===== src/rtl/crypto1_key_verify.sv =====
// crypto1_key_verify
//   Checks Crypto1 candidate keys against a captured keystream. A candidate
//   48-bit LFSR state is loaded, then the local Crypto1 LFSR and filter are
//   clocked one bit per cycle. Each generated bit is compared against
//   BITSTREAM[idx]. The candidate is dropped on the first mismatch. A
//   candidate that matches all NBITS bits is reported through a
//   valid/ready handshake.
//
// Ports
//   CLK          rising-edge clock
//   RESETn       synchronous active-low reset
//   BITSTREAM    expected keystream, bit i checked at step i (stable while BUSY)
//   KEY_IN       candidate LFSR state
//   KEY_VALID    KEY_IN valid
//   KEY_READY    block can accept a candidate (IDLE)
//   FOUND_KEY    matched candidate, held while FOUND_VALID=1
//   FOUND_VALID  match report pending (REPORT)
//   FOUND_READY  consumer accepts the report
//   BUSY         RUN or REPORT
//   TESTED       candidates fully resolved (match or mismatch), wraps
module crypto1_key_verify #(
    parameter int NBITS = 48,
    parameter int CNT_W = 32
) (
    input  logic             CLK,
    input  logic             RESETn,
    input  logic [47:0]      BITSTREAM,
    input  logic [47:0]      KEY_IN,
    input  logic             KEY_VALID,
    output logic             KEY_READY,
    output logic [47:0]      FOUND_KEY,
    output logic             FOUND_VALID,
    input  logic             FOUND_READY,
    output logic             BUSY,
    output logic [CNT_W-1:0] TESTED
);

    typedef enum logic [1:0] {
        IDLE   = 2'd0,
        RUN    = 2'd1,
        REPORT = 2'd2
    } state_t;

    localparam logic [5:0]  LAST_IDX = 6'(NBITS - 1);
    localparam logic [15:0] FILT_A   = 16'hF22C;
    localparam logic [15:0] FILT_B   = 16'hD938;
    localparam logic [31:0] FILT_C   = 32'hEC57E80A;

    state_t             state;
    state_t             state_nxt;
    logic               rdy_en;
    logic [47:0]        lfsr;
    logic [47:0]        saved;
    logic [47:0]        found_key;
    logic [5:0]         idx;
    logic [CNT_W-1:0]   tested;
    logic               bit_ok;
    logic               last_bit;
    logic               key_ready;

    // Crypto1 two-layer nonlinear filter over the odd state bits s[9..47].
    function automatic logic crypto1_filter(input logic [47:0] s);
        logic [19:0] x;
        logic [4:0]  a;
        for (int j = 0; j < 20; j++) begin
            x[j] = s[2*j + 9];
        end
        a[0] = FILT_A[x[3:0]];
        a[1] = FILT_B[x[7:4]];
        a[2] = FILT_A[x[11:8]];
        a[3] = FILT_A[x[15:12]];
        a[4] = FILT_B[x[19:16]];
        return FILT_C[a];
    endfunction

    // Shift towards bit 0; feedback enters at bit 47.
    function automatic logic [47:0] crypto1_step(input logic [47:0] s);
        logic fb;
        fb = s[0]  ^ s[5]  ^ s[9]  ^ s[10] ^ s[12] ^ s[14] ^
             s[15] ^ s[17] ^ s[19] ^ s[24] ^ s[25] ^ s[27] ^
             s[29] ^ s[35] ^ s[39] ^ s[41] ^ s[42] ^ s[43];
        return {fb, s[47:1]};
    endfunction

    assign bit_ok   = (crypto1_filter(lfsr) == BITSTREAM[idx]);
    assign last_bit = (idx == LAST_IDX);

    // State register
    always_ff @(posedge CLK) begin
        if (!RESETn) begin
            state <= IDLE;
        end else begin
            state <= state_nxt;
        end
    end

    // Next-state logic
    always_comb begin
        state_nxt = state;
        case (state)
            IDLE: begin
                if (KEY_VALID && rdy_en) begin
                    state_nxt = RUN;
                end
            end
            RUN: begin
                if (!bit_ok) begin
                    state_nxt = IDLE;
                end else if (last_bit) begin
                    state_nxt = REPORT;
                end
            end
            REPORT: begin
                if (FOUND_READY) begin
                    state_nxt = IDLE;
                end
            end
            default: state_nxt = IDLE;
        endcase
    end

    // Outputs decode from registered state only, so no input reaches an
    // output combinationally. rdy_en holds KEY_READY low in the reset cycle.
    always_comb begin
        key_ready   = 1'b0;
        FOUND_VALID = 1'b0;
        BUSY        = 1'b0;
        case (state)
            IDLE:    key_ready   = rdy_en;
            RUN:     BUSY        = 1'b1;
            REPORT: begin
                FOUND_VALID = 1'b1;
                BUSY        = 1'b1;
            end
            default: key_ready   = 1'b0;
        endcase
    end

    assign KEY_READY = key_ready;
    assign FOUND_KEY = found_key;
    assign TESTED    = tested;

    // Datapath: LFSR, bit index, saved candidate, report key, counter
    always_ff @(posedge CLK) begin
        if (!RESETn) begin
            rdy_en    <= 1'b0;
            lfsr      <= '0;
            saved     <= '0;
            found_key <= '0;
            idx       <= '0;
            tested    <= '0;
        end else begin
            rdy_en <= 1'b1;
            if (key_ready && KEY_VALID) begin
                lfsr  <= KEY_IN;
                saved <= KEY_IN;
                idx   <= '0;
            end else if (state == RUN) begin
                lfsr <= crypto1_step(lfsr);
                idx  <= idx + 6'd1;
                if (!bit_ok || last_bit) begin
                    tested <= tested + CNT_W'(1);
                end
                if (bit_ok && last_bit) begin
                    found_key <= saved;
                end
            end
        end
    end

endmodule


===== config.mk =====
export PLATFORM = sky130hd
export DESIGN_NAME = crypto1_key_verify
export DESIGN_NICKNAME = d
export VERILOG_FILES = /design/src/rtl/crypto1_key_verify.sv
export SDC_FILE = /design/constraint.sdc
export NUM_CORES = 1
export LEC_CHECK = 0
export ABC_CLOCK_PERIOD_IN_PS = 4000
export CAP_MARGIN = 15
export CELL_PAD_IN_SITES_DETAIL_PLACEMENT = 0
export CELL_PAD_IN_SITES_GLOBAL_PLACEMENT = 2
export CORE_MARGIN = 4
export CORE_UTILIZATION = 31
export DETAILED_ROUTE_END_ITERATION = 8
export GPL_TIMING_DRIVEN = 0
export PLACE_DENSITY = 0.81
export SYNTH_ARGS = -nofsm -noshare
export SYNTH_HDL_FRONTEND = slang
export SYNTH_SLANG_ARGS = --single-unit

===== constraint.sdc =====
create_clock -name CLK -period 4 [get_ports CLK]
set_input_delay 0.4 -clock CLK [delete_from_list [all_inputs] [get_ports CLK]]
set_output_delay 0.4 -clock CLK [all_outputs]
set_load 0.005 [all_outputs]

# Word-level counts from Yosys, hierarchy flattened
# Memories as Yosys holds them, arrays and structs flattened. A register that Yosys moved wholly into a read port is not among the register bits.
# Cells that the tools add are included.
# word_totals
ff_bits,185
mem_bits_ro,112
in_bits,100
elab_cells,89
mem_count,6
# classes
n_addsub,2
magnitude_cmp,7
eq_ne,7
muxes,29
n_bitwise,19
reduce_logical,12
# memory_table
memory,depth,word_bits,rd,rd_clocked_by_memory_dff,wr,line,text
(no name shown),32,1,1,0,0,73,return FILT_C[a];
(no name shown),16,1,1,1,0,72,a[4] = FILT_B[x[19:16]];
(no name shown),16,1,1,1,0,71,a[3] = FILT_A[x[15:12]];
(no name shown),16,1,1,1,0,70,a[2] = FILT_A[x[11:8]];
(no name shown),16,1,1,1,0,69,a[1] = FILT_B[x[7:4]];
(no name shown),16,1,1,1,0,68,a[0] = FILT_A[x[3:0]];
# op_table
operator,count
two-way mux 48 bit,2
two-way mux 4 bit,10
adder 32 x 1 -> 32 bit (second input constant),1
< comparator 4 x 5 -> 1 bit (second input constant),5
XOR 1 bit,17
two-way mux 1 bit,11
AND reduction 3 bit,3
two-way mux 2 bit,4
< comparator 6 x 7 -> 1 bit (second input constant),1
adder 6 x 1 -> 6 bit (second input constant),1
binary-select mux 1 bit (select 6 bit),1
== test 6 bit (second input constant),1
< comparator 5 x 6 -> 1 bit (second input constant),1
case mux 2 bit (3 select lines),1
inequality test 2 bit (second input constant),2
OR reduction 2 bit,2
logical AND 1 bit,3
inequality test 3 bit (second input constant),1
== test 2 x 1 -> 1 bit (second input constant),1
== test 2 bit (second input constant),1
logical NOT 2 bit,1
inverter 1 bit,2
nonzero test 2 bit,1
== test 1 bit,1
2 further kinds,2

# Longest topological paths before layout
# Gate-level depths: netlist of run 1.
# depth
word_depth,21
ltp_mapped,12

# Worst setup path after synthesis of run 1
# No wires, ideal clock.
# synth_path
path_type,register to register
startpoint,reg state[1]
endpoint,reg (tool-made name)
setup_ps,134
arrival_ps,2972
path_slack_ps,893
stages_incl_launch_ff,11
n_path_buf,3
period_less_slack_ps,3107
cell_sequence,dfxtp_1 inv_1 ha_1 clkbuf_1 clkbuf_1 buf_1 mux2_2 nand2_1 a21oi_1 ha_1 mux4_2
# synth_rtl
item,line,text
from (decl),49,state_t state;
from (signal assigned),93,state <= state_nxt;

==> results of run 1 <==
-- state kept, by name, summed over array words and instances (netlist names), named ones only --
name	cells
TESTED	32
state	2
rdy_en	1
idx	6
saved	48
FOUND_KEY	48
lfsr	48
-- routing by layer --
layer  share of wire  GRT usage
met4           0.011     0.0367
met3           0.037     0.0353
met1            0.48      0.226
met2            0.47      0.279
met5         0.00088          0
-- metrics by stage --
step | std cells | setup TNS, ns | utilization | area, µm²
2_1_floorplan | 945 | 0 | - | 8700
3_3_place_gp | 1505 | -0.461 | 0.397 | 11000
3_5_place_dp | 1505 | -0.426 | 0.397 | 11000
5_1_grt | 1536 | 0 | 0.419 | 11600
6_report | 1536 | 0 | 0.419 | 11600
4_1_cts | 1536 | 0 | 0.419 | 11600
-- area by class of cell --
cell class / count / area, µm² / share of cell area
buffer: 67 / 325 / 0.0280
clock buffer: 17 / 425 / 0.0367
clock inverter: 14 / 170 / 0.0147
inverter: 19 / 71.3 / 0.00615
multi-input combinational: 669 / 4510 / 0.389
sequential: 190 / 3800 / 0.328
tap: 378 / 473 / 0.0408
timing repair buffer: 182 / 1820 / 0.157
-- worst max path at each step --
stage,slack [ns],end,start,cells past startpoint
6_report,0.33,flip-flop,state[1]$_SDFFE_PN0P_,10
5_1_grt,0.17,flip-flop,state[1]$_SDFFE_PN0P_,10
4_1_cts,0.05,flip-flop,state[1]$_SDFFE_PN0P_,10
3_5_place_dp,-0.22,flip-flop,state[1]$_SDFFE_PN0P_,10
3_3_place_gp,-0.24,flip-flop,state[1]$_SDFFE_PN0P_,10
2_1_floorplan,0.89,flip-flop,state[1]$_SDFFE_PN0P_,10
-- repair_timing --
action / CTS / global route
setup endpoints to repair: 2 / 2
cloned: 0 / 0
gates resized for setup: 1 / 3
endpoints found under the hold margin: 0 / 0
-- logic make-up after synthesis --
logic type | after synthesis
simple gates | 354
xor+xnor | 20
buf+inv | 86
flops | 190
compound gates | 145
mux | 141
fa+ha+maj | 9
-- cell usage after synthesis (all sizes together) --
cell type | count | area, µm²
nand3b | 3 | 22.5
buf | 27 | 171
xor2 | 4 | 35.0
dfxtp | 190 | 3800
o311ai | 7 | 61.3
a31oi | 1 | 6.26
nor2 | 58 | 218
a311o | 1 | 20.0
ha | 9 | 113
and4 | 3 | 26.3
inv | 19 | 71.3
o21a | 4 | 30.0
o41ai | 7 | 61.3
a211oi | 5 | 37.5
nor3b | 2 | 26.3
nand2 | 189 | 709
o2111ai | 1 | 8.76
o21ai | 7 | 35.0
mux2i | 85 | 851
nand2b | 31 | 194
mux4 | 14 | 342
a311oi | 1 | 15.0
or3 | 11 | 68.8
o21bai | 1 | 7.51
a2111oi | 1 | 27.5
a21o | 2 | 15.0
nand4 | 13 | 81.3
xnor3 | 1 | 22.5
nor3 | 2 | 10.0
and2 | 4 | 25.0
nand3 | 13 | 65.1
or2 | 1 | 6.26
and3 | 5 | 31.3
xnor2 | 15 | 131
nor4 | 1 | 12.5
mux2 | 42 | 477
nor2b | 2 | 12.5
o211ai | 9 | 81.3
clkbuf | 40 | 150
or4 | 16 | 128
a21oi | 97 | 485
o32ai | 1 | 8.76
-- power by group through the flow --
stage	combinational [mW]	sequential, mW	clock, mW
finish	1.30	2.12	1.72
global route	1.43	2.13	1.85
CTS	1.32	2.12	1.77
detailed placement	1.32	2.16	0
global placement	1.31	2.16	0
floorplan	0.910	2.13	0
-- critical path, cell delays in order (launching register included) --
cell,delay (ns)
dfxtp_1,0.34
inv_1,0.08
ha_1,0.37
clkbuf_2,0.39
clkbuf_1,0.58
buf_2,0.45
mux2_2,0.38
nand2_1,0.09
a21oi_1,0.11
ha_1,0.30
mux4_2,0.45
==> results.cfg, run 1 <==
[cts]
holdBufCountCts = 0
cts_root_buf = clkbuf_16
cts_made_buffers = 17
h-tree-depth = 4
post_cts_buffers = 0
clk_path_buf_depth = 2
cts_sinks = 190
tritoncts = done
clk_latency_ns = 0.44
clk_pin_slew_ns = 0.07

[power_and_ir_drop]
p_seq_frac = 0.412
cellPowerDensity_nw_per_um2 = 443
intPower_mw = 3.48
static-leakage-power_nw = 4.63
netSwitchingPower_mw = 1.66
comb_power_share = 0.254
power.clock.fraction = 0.335
p_total_mw = 5.14
ir_drop_v = 0.000271
switching_share = 0.324

[worst_setup_path]
arrival_ns = 3.97
r2r_cells = 10
cp-start-kind = flip-flop
cp.required_ns = 4.30
r2r-start = state[1]$_SDFFE_PN0P_
critical_path_class = reg -> reg
endpoint_kind = flip-flop
r2r_slack_ns = 0.33
critical_path_peak_fanout = 10

[sta]
clock_skew_ns = 0.0159
tightest_slew_ns = 0.783
hold_viol = 0
setup_slack_ns = 0.332
max_freq_mhz = 273
finalCritPeriodShare = 0.917
layout_min_cycle_time_ns = 3.67
rsz0062_at_grt = false
whs_ns = 0.455
finalSetupViolations = 0
max_slew_margin = 0.475
slew_violations = 0

[min_path]
hold_start = saved[43]$_SDFFE_PN0P_
min_to = saved[43]$_SDFFE_PN0P_
hold_path_depth = 2
min_path_type = reg -> reg

[floorplanning]
die_area_um2 = 30800
initial_core_util = 0.314
die_width_um = 176
core_area_um2 = 27700
die_h_um = 176
num_io_pins = 183
fp-row-count = 61

[logic_synthesis]
syn-num-nets = 1054
synth_mux_area_frac = 0.192
synth.ff_latch_count = 190
synth_warnings = 0
synth_simple_gate_area_frac = 0.188
synth_fa_ha_area_frac = 0.0129
synth_top_family_by_area = multiplexers
synth_area_per_cell_um2 = 9.21
synthDistinctLibCells = 52
synthCells = 945
synth_compound_area_frac = 0.103
synthesis.area_um2 = 8700
synthXorXnorAreaFrac = 0.0217
seq_area_frac_synth = 0.437

[placed_design]
port_buffers = 182
post-place-ws_ns = -0.219
gp_congestion = 0.773
post-dp-hpwl_um = 19400

[routing]
wl_per_cell_um = 17.0
dr.pass1.iters = 4
drc = 0
drt_iter0_drc = 317
vias = 7284
routed_via_density = 4.74
drt_wl_total_um = 26100
final_antenna_net_count = 0

[global_routing]
grt_max_degree = 21
grt_pass1_vias = 7379
grt.total_usage = 0.168
grt_first_pass_wirelength_um = 41200
antenna_found_initial = 2
grt_overflow = 0

[finish]
nNetsFinal = 1255
n_antenna_cell = 0
mostFrequentLayoutCells = 190 x dfxtp_1, 189 x nand2_1, 182 x clkdlybuf4s50_1
final_common_cell = dfxtp_1
area_growth_pct = 33.2
fillers = 2826
drive_above_1_share = 0.0933

[flow_run]
drv_cap = 0

[run_status]
outcome = finished clean
Note: power is estimated with default switching activity, not from simulation.
==> inputs of run 2 (changes only) <==
- CTS_CLUSTER_SIZE: unset -> 12
==> results of run 2 <==
Same layout as run 1: the final DEF is identical, and so are final timing and power.
